===== config.mk =====
export PLATFORM = sky130hd
export DESIGN_NAME = perf_counter_unit_flat
export DESIGN_NICKNAME = d
export VERILOG_FILES = /design/src/rtl/perf_counter_unit_pkg.sv /design/src/rtl/perf_counter_unit_if.sv /design/src/rtl/perf_counter_unit_slice.sv /design/src/rtl/perf_counter_unit.sv /design/src/flat_wrapper.sv
export SDC_FILE = /design/constraint.sdc
export NUM_CORES = 1
export LEC_CHECK = 0
export ABC_AREA = 1
export CAP_MARGIN = 20
export CELL_PAD_IN_SITES_DETAIL_PLACEMENT = 0
export CELL_PAD_IN_SITES_GLOBAL_PLACEMENT = 1
export CORE_MARGIN = 2
export CORE_UTILIZATION = 35
export DETAILED_ROUTE_END_ITERATION = 10
export GPL_TIMING_DRIVEN = 1
export HOLD_SLACK_MARGIN = 0.03
export MAX_ROUTING_LAYER = met4
export PLACE_DENSITY_LB_ADDON = 0.2
export SLEW_MARGIN = 20
export SYNTH_ARGS = -nofsm -noshare
export SYNTH_HDL_FRONTEND = slang
export SYNTH_SLANG_ARGS = --single-unit

===== constraint.sdc =====
create_clock -name clk -period 1.5 [get_ports clk]
set_clock_uncertainty 0.05 [all_clocks]
set_input_delay 0.3 -clock clk [delete_from_list [all_inputs] [get_ports clk]]
set_output_delay 0.3 -clock clk [all_outputs]
set_load 0.02 [all_outputs]

===== src/rtl/perf_counter_unit_pkg.sv =====
// rtl/perf_counter_unit_pkg.sv - default sizes and counter index constants for the perf counter unit
package perf_pkg;

    localparam int NUM_CNT = 4;
    localparam int CNT_W   = 16;
    localparam int SEL_W   = (NUM_CNT > 1) ? $clog2(NUM_CNT) : 1;

    // Which pipeline event each counter is wired to.
    localparam int CNT_CYCLE   = 0;
    localparam int CNT_INSTR   = 1;
    localparam int CNT_STALL   = 2;
    localparam int CNT_BRTAKEN = 3;

endpackage


===== src/rtl/perf_counter_unit_if.sv =====
// rtl/perf_counter_unit_if.sv - pipeline-side bus of the perf counter unit
// Signals:
//   evt       per-counter event strobes
//   rd_en     capture strobe from ID
//   rd_sel    counter index to capture
//   perf_cnt  captured counter value (to ALU)
//   cfg_we    enable-mask write strobe
//   cfg_en    enable mask loaded on cfg_we
//   clr       per-counter clear strobes
//   perf_ovf  sticky per-counter overflow flags
// Modports: master = pipeline, slave = perf_counter_unit.
interface perf_counter_unit_if
    import perf_pkg::*;
#(
    parameter int N_CNT = NUM_CNT,
    parameter int C_W   = CNT_W,
    parameter int S_W   = SEL_W
);

    logic [N_CNT-1:0] evt;
    logic             rd_en;
    logic [S_W-1:0]   rd_sel;
    logic [C_W-1:0]   perf_cnt;
    logic             cfg_we;
    logic [N_CNT-1:0] cfg_en;
    logic [N_CNT-1:0] clr;
    logic [N_CNT-1:0] perf_ovf;

    modport master (
        output evt, rd_en, rd_sel, cfg_we, cfg_en, clr,
        input  perf_cnt, perf_ovf
    );

    modport slave (
        input  evt, rd_en, rd_sel, cfg_we, cfg_en, clr,
        output perf_cnt, perf_ovf
    );

endinterface


===== src/rtl/perf_counter_unit_slice.sv =====
// rtl/perf_counter_unit_slice.sv - one event counter with sticky overflow flag
// Ports: clk, rst_n (sync active-low), clr (clear counter and ovf),
//        inc (count one event), cnt (counter value), ovf (sticky overflow).
// Build option: PERF_CNT_SAT_EN defined -> counter saturates at max instead of wrapping.
module perf_counter_slice #(
    parameter int CNT_W = 16
) (
    input  logic             clk,
    input  logic             rst_n,
    input  logic             clr,
    input  logic             inc,
    output logic [CNT_W-1:0] cnt,
    output logic             ovf
);

    always_ff @(posedge clk) begin
        if (!rst_n) begin
            cnt <= '0;
            ovf <= 1'b0;
        end else if (clr) begin
            cnt <= '0;
            ovf <= 1'b0;
        end else if (inc) begin
            if (cnt == {CNT_W{1'b1}}) begin
                ovf <= 1'b1;
`ifdef PERF_CNT_SAT_EN
                cnt <= cnt;
`else
                cnt <= '0;
`endif
            end else begin
                cnt <= cnt + CNT_W'(1);
            end
        end
    end

endmodule


===== src/rtl/perf_counter_unit.sv =====
// rtl/perf_counter_unit.sv - hardware performance counters feeding the ALU perf_cnt operand
// Ports: clk, rst_n (sync active-low), bus (perf_counter_unit_if.slave: evt, rd_en,
//        rd_sel, perf_cnt, cfg_we, cfg_en, clr, perf_ovf).
// Build option: PERF_CNT_SAT_EN (handled in perf_counter_slice) selects saturate vs wrap.
module perf_counter_unit
    import perf_pkg::*;
#(
    parameter int NUM_CNT = perf_pkg::NUM_CNT,
    parameter int CNT_W   = perf_pkg::CNT_W
) (
    input  logic                  clk,
    input  logic                  rst_n,
    perf_counter_unit_if.slave    bus
);

    localparam int SW = (NUM_CNT > 1) ? $clog2(NUM_CNT) : 1;

    logic [NUM_CNT-1:0] en_q;
    logic [NUM_CNT-1:0] ovf_vec;
    logic [CNT_W-1:0]   cnt_arr [NUM_CNT];
    logic [CNT_W-1:0]   perf_cnt_q;
    logic [SW-1:0]      sel;

    assign sel = bus.rd_sel;

    // Enable mask; events on the cfg_we edge still see the old mask.
    always_ff @(posedge clk) begin
        if (!rst_n) begin
            en_q <= '1;
        end else if (bus.cfg_we) begin
            en_q <= bus.cfg_en;
        end
    end

    for (genvar i = 0; i < NUM_CNT; i++) begin : g_slice
        perf_counter_slice #(
            .CNT_W (CNT_W)
        ) u_slice (
            .clk   (clk),
            .rst_n (rst_n),
            .clr   (bus.clr[i]),
            .inc   (en_q[i] & bus.evt[i]),
            .cnt   (cnt_arr[i]),
            .ovf   (ovf_vec[i])
        );
    end

    // Capture the pre-edge counter value; hold otherwise so stalls see a stable operand.
    always_ff @(posedge clk) begin
        if (!rst_n) begin
            perf_cnt_q <= '0;
        end else if (bus.rd_en) begin
            if (32'(sel) < NUM_CNT) begin
                perf_cnt_q <= cnt_arr[sel];
            end else begin
                perf_cnt_q <= '0;
            end
        end
    end

    assign bus.perf_cnt = perf_cnt_q;
    assign bus.perf_ovf = ovf_vec;

endmodule


===== src/flat_wrapper.sv =====
// flat-port wrapper written by rule: the top's interface ports become plain ports
module perf_counter_unit_flat import perf_pkg::*;
#(
    parameter int NUM_CNT = perf_pkg::NUM_CNT,
    parameter int CNT_W   = perf_pkg::CNT_W
)
  (clk, rst_n, bus_evt, bus_rd_en, bus_rd_sel, bus_cfg_we, bus_cfg_en, bus_clr, bus_perf_cnt, bus_perf_ovf);
  perf_counter_unit_if bus_i ();
  input  logic clk;
  input  logic rst_n;
  input wire logic [$bits(bus_i.evt)-1:0] bus_evt;
  input wire logic [$bits(bus_i.rd_en)-1:0] bus_rd_en;
  input wire logic [$bits(bus_i.rd_sel)-1:0] bus_rd_sel;
  input wire logic [$bits(bus_i.cfg_we)-1:0] bus_cfg_we;
  input wire logic [$bits(bus_i.cfg_en)-1:0] bus_cfg_en;
  input wire logic [$bits(bus_i.clr)-1:0] bus_clr;
  output wire logic [$bits(bus_i.perf_cnt)-1:0] bus_perf_cnt;
  output wire logic [$bits(bus_i.perf_ovf)-1:0] bus_perf_ovf;
  assign bus_i.evt = bus_evt;
  assign bus_i.rd_en = bus_rd_en;
  assign bus_i.rd_sel = bus_rd_sel;
  assign bus_i.cfg_we = bus_cfg_we;
  assign bus_i.cfg_en = bus_cfg_en;
  assign bus_i.clr = bus_clr;
  assign bus_perf_cnt = bus_i.perf_cnt;
  assign bus_perf_ovf = bus_i.perf_ovf;
  perf_counter_unit #(.NUM_CNT(NUM_CNT), .CNT_W(CNT_W)) u_core (.clk(clk), .rst_n(rst_n), .bus(bus_i));
endmodule

# After elaboration in Yosys (flattened, before gate mapping)
# Cells that the tools add are included.
# op_classes
bitwise_logic	6
n_addsub	4
n_mux	7
eq_ne	4
order_cmp	1
reduce_logical	8
# op_table
op	count
$mux W16	6
$add A16 B1 Y16 const B	4
$eq A16 B16 Y1 const B	4
$bmux W16 S2	1
$reduce_and A2 Y1	4
$reduce_or A2 Y1	4
$and A1 B1 Y1	4
$ge A3 B3 Y1 const B	1
$not A2 Y3	1
$not A1 Y1	1
# word_totals
reg_bits	88
word_cells	40
output_inout_bits	20

# Depth between registers and ports, before layout
# Gate-level depths: netlist of run 1.
# logic_depth
ltp_word	4
mapped_depth	9
depth_no_buf	9

# Hierarchy
# Synthesis of run 1 repeated with hierarchy kept, for this count alone.
# hier_totals
hier_cells	698
area_unflattened_um2	5118.7
# by_module_without_submodules
module	cells_per_inst	area_each_um2	n_inst
perf_counter_slice	124	954.7	4
perf_counter_unit	202	1300.0	1

# Least setup slack after synthesis of run 1
# No wires, ideal clock.
# synth_timing
path_type	register to register
start	register u_core.g_slice[2].u_slice.cnt[0]
end	register u_core.g_slice[2].u_slice.cnt[9]
path_stages_with_launch	9
path_slack_ns	0.155
arrival_ns	1.180
t_required_ns	1.336
n_path_buf	0
setup_time_ns	0.114
cell_sequence	dfxtp_1 ha_1 nand3_2 nor2_2 nand2_2 nor2_2 nor2_2 inv_2 nor2_1
# synth_via
elab_chain_len	2
elab_cells_between_ends	3
cone_classes	1 x add/sub; 1 x eq/ne; 1 x mux
# synth_lines
item	line_no	rtl
start: declaration	perf_counter_unit_slice.sv:12	output logic [CNT_W-1:0] cnt,
start signal: assignment	perf_counter_unit_slice.sv:32	cnt <= cnt + CNT_W'(1);
$add A16 B1 Y16 or $eq A16 B16 Y1 (tied branches)	perf_counter_unit_slice.sv:32, perf_counter_unit_slice.sv:24	
$mux W16 (*)	perf_counter_unit_slice.sv:24	if (cnt == {CNT_W{1'b1}}) begin
# Every way passes the cells marked *; elsewhere a longest branch is shown, timed or not.
# A chain may end at the register's enable or synchronous reset.

# Worst setup path in the final report of run 1
# layout_timing
start	register u_core.perf_cnt_q[5] (netlist: u_core.bus.perf_cnt[5])
end	output port bus_perf_cnt[5]
# layout_rtl
item	line_no	rtl
start: declaration	perf_counter_unit.sv:21	logic [CNT_W-1:0] perf_cnt_q;
start signal: assignment	perf_counter_unit.sv:54	perf_cnt_q <= cnt_arr[sel];
end: declaration	flat_wrapper.sv:17	output wire logic [$bits(bus_i.perf_cnt)-1:0] bus_perf_cnt;
# No word-level cell between the ends.

==> flow_summary.ini, run 1 <==
[outcome]
status = finished, final reports clean

[timing]
min_period_over_period = 0.959
rsz0062_at_grt = true
maxSlewViolCount = 0
max-slew-margin-rel = 0.761
worst_pin_slew_ns = 0.354
fin_crit_ns = 1.44
final_hold_viol_count = 0
whs_ns = 0.398
setup_violations = 0
layout_setup_ws_ns = 0.0619
clock.fmax_mhz = 695

[grt]
grt_pass1_vias = 4469
grt_max_degree = 22
antenna_found_initial = 0
grt_overflow = 0
grt_pass1_wl_um = 22500
track_usage = 0.208

[clocking]
hold_buffers = 0
cts_tree = done
clk_path_buf_depth = 2
clk-insertion-delay-late_ns = 0.35
cts_sinks = 88
cts_made_buffers = 9
root_buffer = clkbuf_16
htree_levels = 3
cts.clk_slew.worst_paths_ns = 0.06

[layout]
drive_gt1_frac = 0.162
syn_to_final_growth_pct = 30.1
diodes = 0
multi_input_area_um2 = 2560
design_area_um2 = 6080
regArea_um2 = 1770
utilization = 0.463
fillers = 1400
nets = 828

[power]
power_switching_mw = 1.28
p_leak_nw = 2.50
cellPowerDensity_nw_per_um2 = 857
irDropWorstVdd_v = 0.000400
comb_power_share = 0.101
internal-power_mw = 3.93
fin_total_pwr_mw = 5.21
clockPowerShare = 0.436
seqPwrFrac = 0.464
sw_frac_of_total = 0.246

[route]
drt_iter0_drc = 327
ant_nets = 0
wire_per_inst_um = 13.9
drt_pass1_iterations = 5
finalWirelength_um = 13700
drc_errors = 0
num_vias = 4627
vias_per_cell = 4.69

[critical_path]
cp.required_ns = 1.15
cp_max_fo = 2
path_buf_inv = 1
cp_slowest_cell = dfxtp_1
cpPeakStageDelay_ns = 0.37
critPathLaunchType = flop
cp_top_family = flip-flops
cp.arrival_ns = 1.09
crit_type = flop to output port
cp-end-kind = output port
crit_chain = dlygate4sd2_1

[placement]
postPlaceCellArea_um2 = 5730
dpl.hpwl_um = 10900
globalplace.congestion = 0.857
port_buffers = 37
dp_slack_ns = -0.528

[synth]
yosys_warnings = 0
synthTopCellsByArea = dfxtp_1 (38%), nor2_1 (13%), nand2_1 (10%), o21ai_0 (6.7%), inv_1 (6.3%)
syn-cell-area_um2 = 4670
post-synth-top-area-fraction = 0.377
syn_nets = 729
yosys.area.top_type = dfxtp_1
yosysMostFrequentCell = nor2_1
ys_types = 34
synthTopCellsByCount = nor2_1 (161), nand2_1 (129), dfxtp_1 (88)
synthArstFlopShare = 0
synth_ff_type = dfxtp_1
syn_inst = 707
synth-edff-count = 0
syn_area_per_cell_um2 = 6.61
synth-seq-cells = 88
seq_area_frac_synth = 0.377

[run]
cap_violations = 0

[die]
dieArea_um2 = 14300
row_count = 42
die_w_um = 120
die_y_um = 120
core_area_um2 = 13100
start_util = 0.356
io_pins = 38

[hold_path]
hp-class = flop to flop
layer usage:
metal,wire (µm),global-route usage,vias to the layer above,part of all wire
li1,-,-,2427,-
met1,6820,0.275,2106,0.50
met2,6220,0.323,75,0.45
met3,381,0.0271,19,0.028
met4,320,0.0860,0,0.023
met5,0,-,-,0
cell usage in the layout, fill, tap and decap left out, types with 15 or more instances in the layout:
cell / instances
a21oi_1: 34
o21ai_0: 59
inv_1: 77
nor2_1: 159
buf_4: 65
dlygate4sd2_1: 21
xor2_1: 23
nand2_1: 127
dfxtp_1: 84
nand3_1: 38
clkdlybuf4s50_1: 15
power by group through the flow:
| stage | Sequential, mW | Combinational (mW) | Clock (mW) |
|---|---|---|---|
| 6_report | 2.42 | 0.525 | 2.27 |
| 5_1_grt | 2.42 | 0.579 | 2.41 |
| 4_1_cts | 2.42 | 0.523 | 2.30 |
| 3_5_place_dp | 2.47 | 0.539 | 0 |
| 3_3_place_gp | 2.47 | 0.531 | 0 |
| 2_1_floorplan | 2.50 | 0.235 | 0 |
worst paths after layout:
| kind | cells after the start | slack [ns] | to | from |
|---|---|---|---|---|
| max | 1 | 0.06 | bus_perf_cnt[5] | u_core.bus.perf_cnt[5]$_SDFFE_PN0P_ |
| min reg2reg | 2 | 0.40 | u_core.g_slice[3].u_slice.ovf$_SDFFE_PP0P_ | u_core.g_slice[3].u_slice.ovf$_SDFFE_PP0P_ |
| min | 2 | 0.40 | u_core.g_slice[3].u_slice.ovf$_SDFFE_PP0P_ | u_core.g_slice[3].u_slice.ovf$_SDFFE_PP0P_ |
| max reg2reg | 8 | 0.11 | u_core.g_slice[1].u_slice.cnt[8]$_SDFFE_PP0P_ | u_core.g_slice[1].u_slice.cnt[1]$_SDFFE_PP0P_ |
cell families after synthesis:
kind of cell | count (synthesis) | share of synthesized area
compound gates | 107 | 0.119
xor+xnor | 28 | 0.0525
fa+ha+maj | 4 | 0.0107
buf+inv | 103 | 0.0897
flops | 88 | 0.377
simple gates | 377 | 0.352
final cells by class:
cell class	instances	area share
clock buffers	11	0.0399
clock inverters	4	0.00741
inverters	84	0.0519
multi-input cells	516	0.421
flip-flops and latches	88	0.291
well taps	176	0.0362
repair buffers	107	0.152
through the flow:
step	TNS, ns	cells
6_report	0	986
3_3_place_gp	-13.96	970
3_5_place_dp	-15.20	970
4_1_cts	0	985
2_1_floorplan	0	707
5_1_grt	-0.0115	986
sequential cells by signal (all words and copies together) (netlist names):
name / count
u_core.en_q: 4
u_core.bus.perf_cnt: 16
u_core.g_slice.u_slice.cnt: 64
u_core.g_slice.u_slice.ovf: 4
repair_timing:
action	4_1_cts	5_1_grt
buffers inserted	0	1
endpoints found under the hold margin	0	0
pin swaps	0	4
resized for setup	25	23
endpoints found under the setup margin	22	35
worst min-delay path: stages, from the launching register on:
cell	delay, ns
dfxtp_1	0.30
inv_1	0.05
a21oi_1	0.05
(Power assumes the default switching activity.)
==> run 2, diff against run 1 <==
Settings changed: CTS_CLUSTER_SIZE set to 40.
==> results of run 2 <==
Final layout, timing and power as in run 1 (identical DEF).
